[config.mk]
export PLATFORM = sky130hd
export DESIGN_NAME = chip_top_1127a0
export DESIGN_NICKNAME = d
export VERILOG_FILES = /design/src/rtl/chip_top_1127a0.sv
export SDC_FILE = /design/constraint.sdc
export NUM_CORES = 1
export LEC_CHECK = 0
export CAP_MARGIN = 20
export CORE_MARGIN = 1.5
export CORE_UTILIZATION = 62
export CTS_BUF_LIST = sky130_fd_sc_hd__clkbuf_16
export DETAILED_ROUTE_END_ITERATION = 16
export PLACE_DENSITY_LB_ADDON = 0.3
export SLEW_MARGIN = 20
export SYNTH_ARGS = -nofsm -noshare
export SYNTH_HDL_FRONTEND = slang
export SYNTH_SLANG_ARGS = --single-unit
[constraint.sdc]
create_clock -name clk -period 2.8 [get_ports clk]
set_input_delay 0.84 -clock clk [delete_from_list [all_inputs] [get_ports clk]]
set_output_delay 0.84 -clock clk [all_outputs]
set_load 0.05 [all_outputs]
[src/rtl/chip_top_1127a0.sv]
// chip_top_1127a0: I2C-slave register file driving power-stage enables, CC Rp, GPIO pads and TST mux.
// Latency: inputs 2 clk sync (+1 clk majority filter under I2C_GLITCH_FILTER_EN); writes land 1 clk after data bit 8.
// Backpressure: none; no clock stretching, SCL must be at most clk/16.
module chip_top_1127a0 #(
    parameter logic [6:0] I2C_ADDR = 7'h4A,
    parameter logic [7:0] CHIP_ID  = 8'h27
) (
    input  logic       clk,
    input  logic       rst,
    input  logic       scl_i,
    input  logic       sda_i,
    output logic       sda_oe,
    input  logic       tst_i,
    input  logic [4:0] gpio_i,
    output logic [4:0] gpio_o,
    output logic [4:0] gpio_oe,
    input  logic       cc1_cmp_i,
    input  logic       cc2_cmp_i,
    input  logic       dp_cmp_i,
    input  logic       dn_cmp_i,
    input  logic       ts_cmp_i,
    input  logic       ocp_i,
    output logic       gate_en,
    output logic       buck_en,
    output logic       vdrv_en,
    output logic [1:0] cc_rp_en
);

    typedef enum logic [3:0] {
        IDLE, ADDR, ACK_ADDR, PTR, ACK_PTR, WDATA, ACK_W, RDATA, ACK_R
    } i2c_state_t;

    localparam int NS = 14;

    logic [NS-1:0] sync_q1, sync_q2;
    logic          scl_s, sda_s, tst_s, cc1_s, cc2_s, dp_s, dn_s, ts_s, ocp_s;
    logic [4:0]    gpio_s;
    logic          scl_f, sda_f, scl_d, sda_d;
    logic          scl_rise, scl_fall, start_c, stop_c;

    i2c_state_t    state, state_nxt;
    logic [3:0]    bit_cnt;
    logic [6:0]    rx_sr;
    logic [7:0]    rx_byte, tx_sr, ptr, rd_data;
    logic          rw, m_nack, byte_done;
    logic          ptr_ld, wr_en, tx_ld;

    logic [4:0]    ctrl, gpio_out, gpio_oe_r;
    logic [7:0]    scratch;
    logic          ocp_flag;

    always_ff @(posedge clk) begin
        if (rst) begin
            sync_q1 <= '0;
            sync_q2 <= '0;
        end else begin
            sync_q1 <= {scl_i, sda_i, tst_i, gpio_i, cc1_cmp_i, cc2_cmp_i,
                        dp_cmp_i, dn_cmp_i, ts_cmp_i, ocp_i};
            sync_q2 <= sync_q1;
        end
    end

    assign {scl_s, sda_s, tst_s, gpio_s, cc1_s, cc2_s, dp_s, dn_s, ts_s, ocp_s} = sync_q2;

`ifdef I2C_GLITCH_FILTER_EN
    logic [1:0] scl_h, sda_h;

    always_ff @(posedge clk) begin
        if (rst) begin
            scl_h <= '0;
            sda_h <= '0;
        end else begin
            scl_h <= {scl_h[0], scl_s};
            sda_h <= {sda_h[0], sda_s};
        end
    end

    // 2-of-3 vote over the current and two previous samples drops 1-clk pulses
    assign scl_f = (scl_s & scl_h[0]) | (scl_s & scl_h[1]) | (scl_h[0] & scl_h[1]);
    assign sda_f = (sda_s & sda_h[0]) | (sda_s & sda_h[1]) | (sda_h[0] & sda_h[1]);
`else
    assign scl_f = scl_s;
    assign sda_f = sda_s;
`endif

    always_ff @(posedge clk) begin
        if (rst) begin
            scl_d <= 1'b0;
            sda_d <= 1'b0;
        end else begin
            scl_d <= scl_f;
            sda_d <= sda_f;
        end
    end

    assign scl_rise  = scl_f & ~scl_d;
    assign scl_fall  = ~scl_f & scl_d;
    assign start_c   = scl_f & scl_d & sda_d & ~sda_f;
    assign stop_c    = scl_f & scl_d & ~sda_d & sda_f;
    assign rx_byte   = {rx_sr, sda_f};
    assign byte_done = scl_rise && (bit_cnt == 4'd7);

    always_ff @(posedge clk) begin
        if (rst) state <= IDLE;
        else     state <= state_nxt;
    end

    // Byte states count 8 rising edges, then hand over to the ACK state on the next falling edge
    always_comb begin
        state_nxt = state;
        ptr_ld    = 1'b0;
        wr_en     = 1'b0;
        tx_ld     = 1'b0;
        case (state)
            ACK_ADDR, ACK_PTR, ACK_W: sda_oe = 1'b1;
            RDATA:                    sda_oe = ~tx_sr[7];
            default:                  sda_oe = 1'b0;
        endcase
        if (stop_c) begin
            state_nxt = IDLE;
        end else if (start_c) begin
            state_nxt = ADDR;
        end else begin
            case (state)
                ADDR: begin
                    if (byte_done && (rx_byte[7:1] != I2C_ADDR)) state_nxt = IDLE;
                    else if (scl_fall && (bit_cnt == 4'd8))      state_nxt = ACK_ADDR;
                end
                ACK_ADDR: begin
                    if (scl_fall) begin
                        if (rw) begin
                            state_nxt = RDATA;
                            tx_ld     = 1'b1;
                        end else begin
                            state_nxt = PTR;
                        end
                    end
                end
                PTR: begin
                    ptr_ld = byte_done;
                    if (scl_fall && (bit_cnt == 4'd8)) state_nxt = ACK_PTR;
                end
                ACK_PTR: if (scl_fall) state_nxt = WDATA;
                WDATA: begin
                    wr_en = byte_done;
                    if (scl_fall && (bit_cnt == 4'd8)) state_nxt = ACK_W;
                end
                ACK_W: if (scl_fall) state_nxt = WDATA;
                RDATA: if (scl_fall && (bit_cnt == 4'd8)) state_nxt = ACK_R;
                ACK_R: begin
                    if (scl_fall) begin
                        if (m_nack) begin
                            state_nxt = IDLE;
                        end else begin
                            state_nxt = RDATA;
                            tx_ld     = 1'b1;
                        end
                    end
                end
                default: state_nxt = IDLE;
            endcase
        end
    end

    always_ff @(posedge clk) begin
        if (rst) begin
            bit_cnt <= '0;
            rx_sr   <= '0;
            tx_sr   <= '0;
            ptr     <= '0;
            rw      <= 1'b0;
            m_nack  <= 1'b0;
        end else begin
            if (start_c || (state_nxt != state)) bit_cnt <= '0;
            else if (scl_rise && (bit_cnt != 4'd8)) bit_cnt <= bit_cnt + 4'd1;
            if (scl_rise) rx_sr <= rx_byte[6:0];
            if ((state == ADDR) && byte_done) rw <= sda_f;
            if ((state == ACK_R) && scl_rise) m_nack <= sda_f;
            if (tx_ld) tx_sr <= rd_data;
            else if ((state == RDATA) && scl_fall) tx_sr <= {tx_sr[6:0], 1'b0};
            // Pointer increments after every written or captured byte, wrapping naturally at 8 bits
            if (ptr_ld) ptr <= rx_byte;
            else if (wr_en || tx_ld) ptr <= ptr + 8'd1;
        end
    end

    always_comb begin
        rd_data = 8'h00;
        case (ptr)
            8'h00:   rd_data = CHIP_ID;
            8'h01:   rd_data = {3'b000, ctrl};
            8'h02:   rd_data = {2'b00, ocp_flag, ts_s, dn_s, dp_s, cc2_s, cc1_s};
            8'h03:   rd_data = {3'b000, gpio_out};
            8'h04:   rd_data = {3'b000, gpio_oe_r};
            8'h05:   rd_data = {3'b000, gpio_s};
            8'h06:   rd_data = scratch;
            default: rd_data = 8'h00;
        endcase
    end

    always_ff @(posedge clk) begin
        if (rst) begin
            ctrl      <= '0;
            gpio_out  <= '0;
            gpio_oe_r <= '0;
            scratch   <= '0;
            ocp_flag  <= 1'b0;
        end else begin
            if (wr_en) begin
                case (ptr)
                    8'h01:   ctrl      <= rx_byte[4:0];
                    8'h02:   if (rx_byte[5]) ocp_flag <= 1'b0;
                    8'h03:   gpio_out  <= rx_byte[4:0];
                    8'h04:   gpio_oe_r <= rx_byte[4:0];
                    8'h06:   scratch   <= rx_byte;
                    default: ;
                endcase
            end
            // Over-current wins over any same-cycle write to the enables or the flag
            if (ocp_s) begin
                ctrl[1:0] <= 2'b00;
                ocp_flag  <= 1'b1;
            end
        end
    end

    assign gate_en  = ctrl[0];
    assign buck_en  = ctrl[1];
    assign vdrv_en  = ctrl[2];
    assign cc_rp_en = ctrl[4:3];
    assign gpio_oe  = tst_s ? 5'h1F : gpio_oe_r;
    assign gpio_o   = tst_s ? {ctrl[1], ctrl[0], ocp_flag, cc2_s, cc1_s} : gpio_out;

endmodule

==> impl_results.md, run 1 <==
- Maximum VDD drop: 0.474 mV
- Synth Warn #: 0
- Yosys reg bits: 87
- Detailed Route WL: 9140 um
- Setup Crit Path Kind: reg -> out
- Setup Skew: 7.89 ps
- CTS tree: done
- Fillers: 465
- Dpl hpwl: 6050 um
- Top cell type's share of synthesized area: 43.1%
- Fin Setup TNS: 0 ps
- WL per Instance: 17.0 um
- Worst-path clk slew: 70 ps
- Chip height: 83.7 um
- Initial core utilization: 64.0%
- Outcome: finished clean
- DP Worst Slack: 408 ps
- Fin. Hold Viols: 0
- Pwr dens: 551 nW/um^2
- Fin util: 74.0%
- Placed cell area: 4360 sq um
- FMAX: 374 MHz
- All-Layer GR Usage: 26.9%
- Vias in the first global route: 2973
- Initial antenna violation count: 0
- Die X: 83.7 um
- Post-route cell area: 4670 sq um
- Synthesized area: 4040 sq um
- Share of cells above drive strength 1: 10.6%
- Syn_nets: 463
- EDFF count, synth: 0
- Clk_lat worst skew: 340 ps
- Critical path launch point type: register
- Worst EP required: 1960 ps
- Hold Crit Class: reg -> reg
- Final setup viols: 0
- Worst Path Max Fanout: 10
- Core Area: 6310 sq um
- H-tree depth: 3
- # nets final: 479
- First-pass GRT wire length: 15100 um
- Largest area contributor in the synthesized netlist: dfxtp_1
- Setup WS post-layout: 127 ps
- Reg2Reg Depth: 5
- # hold bufs at CTS: 0
- DRT iter0 DRCs: 392
- Arrival time at the worst endpoint: 1830 ps
- Primary FF master, synth: dfxtp_1
- Port bufs: 31
- RSZ-0062 raised after global routing: no
- Syn_area_per_cell: 9.16 sq um
- Syn-to-layout area delta: 15.7%
- Final Critical Period: 2670 ps
- GRT overflow: 0
- Max clock buf depth: 2
- CTS Root Buffer Type: clkbuf_16
- Total CTS buffers: 9
- Top cells by area, synth: dfxtp_1 (43%), mux2i_1 (6.2%), nor2b_1 (5.9%)
- Clk sinks: 87
- Ports: 32
- Crit end category: primary output
- WHS Path Cells: 1
- Vias: 3348
- Pins over their slew limit: 0
- Vias/cell: 6.21
- Final Wtd Congestion: 0.897
- Row Count: 29
- Die ar.: 7010 sq um
- Pin count of the biggest net entering global routing: 84
- Ant diodes: 0
- Number of antenna-violating nets in the routed design: 0
- Sequential fraction of the synthesis area: 43.1%
- Normalized max-slew margin: 45.3%
- Library cells used by synthesis: 66
- Leak: 1.88 nW
- Async S/R FF share, synth: 0%
- Maxcap violations: 0
- Router iterations before antenna repair: 4
- Worst-margin pin slew: 820 ps
- Post-Syn Instances: 441
- Final Cycle Share: 95.5%
- DRC: 0
[cell usage in the layout (no fill, tap or decap), types with 3 or more instances in the layout]
cell type / synthesis / layout
a2111oi_0: 4 / 4
a211oi_1: 13 / 13
a21o_1: 4 / 4
a21oi_1: 18 / 18
a222oi_1: 3 / 3
a22o_1: 3 / 3
a22oi_1: 8 / 8
a311oi_1: 3 / 3
a31oi_1: 3 / 3
a32oi_1: 3 / 3
and3_1: 3 / 3
and4bb_2: 3 / 3
buf_4: 0 / 5
clkbuf_16: 0 / 9
clkdlybuf4s50_1: 0 / 24
dfxtp_1: 87 / 86
dlymetal6s2s_1: 0 / 5
ha_1: 6 / 6
inv_1: 9 / 9
mux2_2: 6 / 6
mux2i_1: 25 / 25
nand2_1: 34 / 34
nand2b_1: 3 / 3
nand3_1: 9 / 9
nand4_1: 5 / 5
nand4b_1: 3 / 3
nor2_1: 44 / 44
nor2b_1: 38 / 38
nor3_1: 7 / 7
nor4_1: 5 / 5
o211ai_1: 4 / 4
o21ai_0: 8 / 8
or2_2: 7 / 7
xnor2_1: 4 / 4
xor2_1: 3 / 3
[cell usage after synthesis, drive strengths merged (4+ instances only)]
| master | instances |
|---|---|
| mux2i | 25 |
| nor2 | 45 |
| a22oi | 8 |
| nor3 | 7 |
| mux2 | 6 |
| nor2b | 38 |
| or2 | 7 |
| nand3 | 10 |
| nand2 | 34 |
| clkbuf | 24 |
| dfxtp | 87 |
| nand4 | 6 |
| ha | 6 |
| buf | 7 |
| a2111oi | 4 |
| o211ai | 4 |
| a21o | 4 |
| inv | 9 |
| nor4 | 6 |
| a21oi | 18 |
| a211oi | 13 |
| o21ai | 10 |
| xnor2 | 4 |
[worst max-delay path: stages, from the launching register on]
cell             delay [ps]
dfxtp_1                 520
or2_2                   180
clkdlybuf4s50_1         800
[logic make-up (layout without fill, tap and decap cells)]
family	after synthesis	after routing	share of synthesized area, %
multiplexers	31	31	7.87
AO/OA/AOI/OAI	92	92	16.5
flip-flops	87	87	43.1
buffers and inverters	40	61	4.09
XOR/XNOR	7	7	1.52
adder cells (fa/ha/maj)	6	6	1.86
AND/OR/NAND/NOR	178	178	25.0
[per-layer routing]
layer  global-route usage, %  up-vias  wire length [um]
met5                       0        -                 0
met3                    4.35       14               500
li1                        -     1622                 -
met4                    10.3        0               153
met2                    41.6      112              4300
met1                    37.8     1600              4180
[where the power goes]
| group | internal [W] | total [W] | switching, W | leakage (nW) |
|---|---|---|---|---|
| combinational | 0.0000446 | 0.0000950 | 0.0000504 | 1.02 |
| sequential | 0.00126 | 0.00127 | 0.0000129 | 0.708 |
| clock | 0.000702 | 0.00121 | 0.000507 | 0.146 |
[path summary, 6_finish.rpt]
| path | start | endpoint | slack [ps] |
|---|---|---|---|
| worst max-delay path | sync_q2[11] | gpio_oe[2] | 130 |
| worst min-delay path | sync_q1[5] | sync_q2[5] | 430 |
| worst max register to register | state[2] | scratch[1] | 400 |
| worst min register to register | sync_q1[5] | sync_q2[5] | 430 |
[state kept, by name, indices dropped and copies added, names as in the netlist]
register	cells
gpio_out	5
scratch	8
ocp_flag	1
sda_d	1
scl_d	1
m_nack	1
sync_q1	14
rw	1
tx_sr	8
gpio_oe_r	5
state	4
ptr	8
bit_cnt	4
ctrl	5
rx_sr	7
sync_q2	14
[final cells by class]
type / instances / area, sq um / share of cell area [%]
Timing Repair Buffer: 36 / 365 / 7.82
Clock buffer: 9 / 225 / 4.82
Sequential cell: 87 / 1740 / 37.3
Tap cell: 77 / 96.3 / 2.06
Inverter: 9 / 33.8 / 0.723
Clock inverter: 7 / 78.8 / 1.69
Multi-Input combinational cell: 314 / 2130 / 45.6
[through the flow]
stage / hold WS [ps] / total power [W] / cells
floorplan: 414 / 0.00136 / 441
global placement: 417 / 0.00139 / 523
detailed placement: 420 / 0.00139 / 523
CTS: 436 / 0.00258 / 539
global route: 449 / 0.00265 / 539
finish: 434 / 0.00258 / 539
[repair_timing]
action	4_1_cts	5_1_grt
setup buffers	0	0
gates resized for setup	0	6
setup endpoints to repair	0	6
Power figures use the tool's default switching activity.
==> run 2, diff against run 1 <==
--- a/config.mk
+++ b/config.mk
@@ -11,7 +11,6 @@
 export CTS_BUF_LIST = sky130_fd_sc_hd__clkbuf_16
 export DETAILED_ROUTE_END_ITERATION = 16
 export PLACE_DENSITY_LB_ADDON = 0.3
-export SLEW_MARGIN = 20
 export SYNTH_ARGS = -nofsm -noshare
 export SYNTH_HDL_FRONTEND = slang
 export SYNTH_SLANG_ARGS = --single-unit
==> results of run 2 <==
No change in the layout: final DEF, timing and power equal those of run 1.
==> run 3, diff against run 2 <==
--- a/config.mk
+++ b/config.mk
@@ -7,7 +7,7 @@
 export LEC_CHECK = 0
 export CAP_MARGIN = 20
 export CORE_MARGIN = 1.5
-export CORE_UTILIZATION = 62
+export CORE_UTILIZATION = 55
 export CTS_BUF_LIST = sky130_fd_sc_hd__clkbuf_16
 export DETAILED_ROUTE_END_ITERATION = 16
 export PLACE_DENSITY_LB_ADDON = 0.3
==> constraint.sdc (replaced) <==
create_clock -name clk -period 3.3 [get_ports clk]
set_input_delay 0.99 -clock clk [delete_from_list [all_inputs] [get_ports clk]]
set_output_delay 0.99 -clock clk [all_outputs]
set_load 0.05 [all_outputs]
==> run 3 against run 2 <==
Sequential power decreased by 15%. Wire length increased by 0.78%. Non-clock buffer count decreased by 3. Cell area about the same. Via count increased by 0.75%. Critical path depth unchanged. Critical path type unchanged. Setup slack improved by 190 ps. Cell count increased by 3.5%. Clock skew decreased by 1.9 ps.
==> impl_results.md, run 3 (synthesis gave the netlist of run 1 again) <==
- Slowest CP cell: clkdlybuf4s50_1
- DRT iter0 DRCs: 306 (-22%)
- Die ar.: 7860 sq um (+12%)
- Most common cell after layout, fill and taps aside: dfxtp_1
- Chip height: 88.7 um (+5.9%)
- Seq pwr share: 48.2% (-1.2 points)
- Clk_lat worst skew: 340 ps (about the same)
- Core Area: 7180 sq um (+14%)
- WHS Path Cells: 1 (unchanged)
- Fin Setup TNS: 0 ps (unchanged)
- Vias/cell: 6.04 (-2.7%)
- Ports: 32 (unchanged)
- DP Worst Slack: 677 ps (+268 ps)
- Worst-margin pin slew: 831 ps (+11.1 ps)
- # nets final: 476 (-0.63%)
- Pins over their slew limit: 0 (unchanged)
- Arrival time at the worst endpoint: 1990 ps (+160 ps)
- Internal: 0.00177 W (-12%)
- CTS resizes: 0 (unchanged)
- FMAX: 335 MHz
- CP Cell Sequence: mux2_2, clkdlybuf4s50_1
- RSZ-0062 raised after global routing: no
- Final Critical Period: 2980 ps
- Final Non-Filler Cells: 558 (+3.5%)
- Hold Crit Class: reg -> reg
- Sw frac: 21.1% (-1.1 points)
- Dpl hpwl: 5940 um (-1.9%)
- Largest registers: sync_q1 x14, sync_q2 x14
- Post-CTS setup buffer count: 0 (unchanged)
- Detailed Route WL: 9210 um (+0.78%)
- First-pass GRT wire length: 15200 um (+0.82%)
- Max clock buf depth: 2 (unchanged)
- DRC: 0 (unchanged)
- Placed cell area: 4350 sq um (-0.17%)
- Final setup viols: 0 (unchanged)
- Worst stage delay on the critical path: 700 ps (-100 ps)
- Reg2Reg Depth: 5 (unchanged)
- Final Wtd Congestion: 0.877 (-2.2%)
- Post-route cell area: 4670 sq um (about the same)
- Port bufs: 31 (unchanged)
- CTS tree: done
- Syn-to-layout area delta: 15.6% (about the same)
- # hold bufs at CTS: 0 (unchanged)
- Clk sinks: 87 (unchanged)
- Initial core utilization: 56.3% (-7.7 points)
- Final Cycle Share: 90.4%
- H-tree depth: 3 (unchanged)
- Setup crit end: gpio_o[0]
- Initial antenna violation count: 0 (unchanged)
- Total CTS buffers: 9 (unchanged)
- R2R Setup Slk: 860 ps (+460 ps)
- Router iterations before antenna repair: 5 (+1)
- Fin. Hold Viols: 0 (unchanged)
- GRT overflow: 0 (unchanged)
- WL per Instance: 16.5 um (-2.7%)
- Placed cells: 542 (+3.6%)
- Die X: 88.7 um (+5.9%)
- Worst Path Max Fanout: 10 (unchanged)
- Normalized max-slew margin: 44.6% (-0.74 points)
- Most frequent cells in the layout: dfxtp_1 (87), nor2_1 (44), nor2b_1 (38)
- Critical path launch point type: register
- Gate power share: 3.5% (-0.2 points)
- Setup Skew: 6.00 ps (-1.89 ps)
- Vias: 3373 (+0.75%)
- Setup Crit Path Kind: reg -> out
- Worst EP required: 2310 ps (+350 ps)
- Setup WS post-layout: 318 ps (+191 ps)
- Fillers: 580 (+25%)
- CTS Root Buffer Type: clkbuf_16
- Vias in the first global route: 3002 (+0.98%)
- R2R Path End: tx_sr[6]
- Outcome: finished clean
- Maxcap violations: 0 (unchanged)
- Pin count of the biggest net entering global routing: 84 (unchanged)
- Share of cells above drive strength 1: 9.59% (-1.0 points)
- Fin util: 65.1% (-8.9 points)
- Ant diodes: 0 (unchanged)
- P_sw: 0.000472 W (-17%)
- Origin of the worst setup path: sync_q2[11]
- All-Layer GR Usage: 25.3% (-1.5 points)
- FF-to-FF Start: state[3]
- Critical Path Stages: 2 (unchanged)
- Pwr dens: 480 nW/um^2 (-13%)
- Crit end category: primary output
- WP buf/inv: 1 (unchanged)
- Worst-path clk slew: 60 ps (about the same)
- Maximum VDD drop: 0.314 mV (-34%)
- Clk pwr share: 48.4% (+1.5 points)
- Leak: 1.78 nW (-5.4%)
- CP top delay family: buffers and inverters
- Number of antenna-violating nets in the routed design: 0 (unchanged)
- Row Count: 31 (+6.9%)
## run 3: cell types whose count changed in the layout (fill, tap and decap cells not counted), moves of 2 or more
cell	delta
inv_6	-2
clkdlybuf4s50_1	+5
buf_4	-2
dlymetal6s2s_1	-5
## run 3: power groups by stage
stage	Clock, W	Combinational [W]	Sequential (W)
global placement	0	0.0000766	0.00110
detailed placement	0	0.0000777	0.00110
finish	0.00108	0.0000775	0.00108
floorplan	0	0.0000533	0.00110
global route	0.00115	0.0000860	0.00108
CTS	0.00110	0.0000782	0.00108
## run 3: final cells by class
class,count,area [sq um],area share [%]
Multi-Input combinational cell,314,2130,45.6
Sequential cell,87,1740,37.3
Timing Repair Buffer,33,318,6.81
Clock buffer,9,225,4.82
Inverter,9,33.8,0.723
Clock inverter,7,96.3,2.06
Tap cell,99,124,2.65
## run 3: metal layers
layer | track usage, % | wire length [um]
met1 | 35.6 | 4200
met5 | 0 | 0
met4 | 12.2 | 243
met2 | 37.3 | 4290
met3 | 4.85 | 480
## run 3: worst min-delay path by stage
stage | start | end
after detailed placement | sync_q1[10] | sync_q2[10]
after global placement | sync_q1[12] | sync_q2[12]
final | sync_q1[13] | sync_q2[13]
after CTS | sync_q1[10] | sync_q2[10]
after global routing | sync_q1[5] | sync_q2[5]
after floorplan | sync_q1[0] | sync_q2[0]
## run 3: metrics by stage
stage | power (W) | hold slack (ps)
global placement | 0.00118 | 416
CTS | 0.00225 | 442
global route | 0.00232 | 455
finish | 0.00224 | 437
floorplan | 0.00115 | 414
detailed placement | 0.00118 | 425
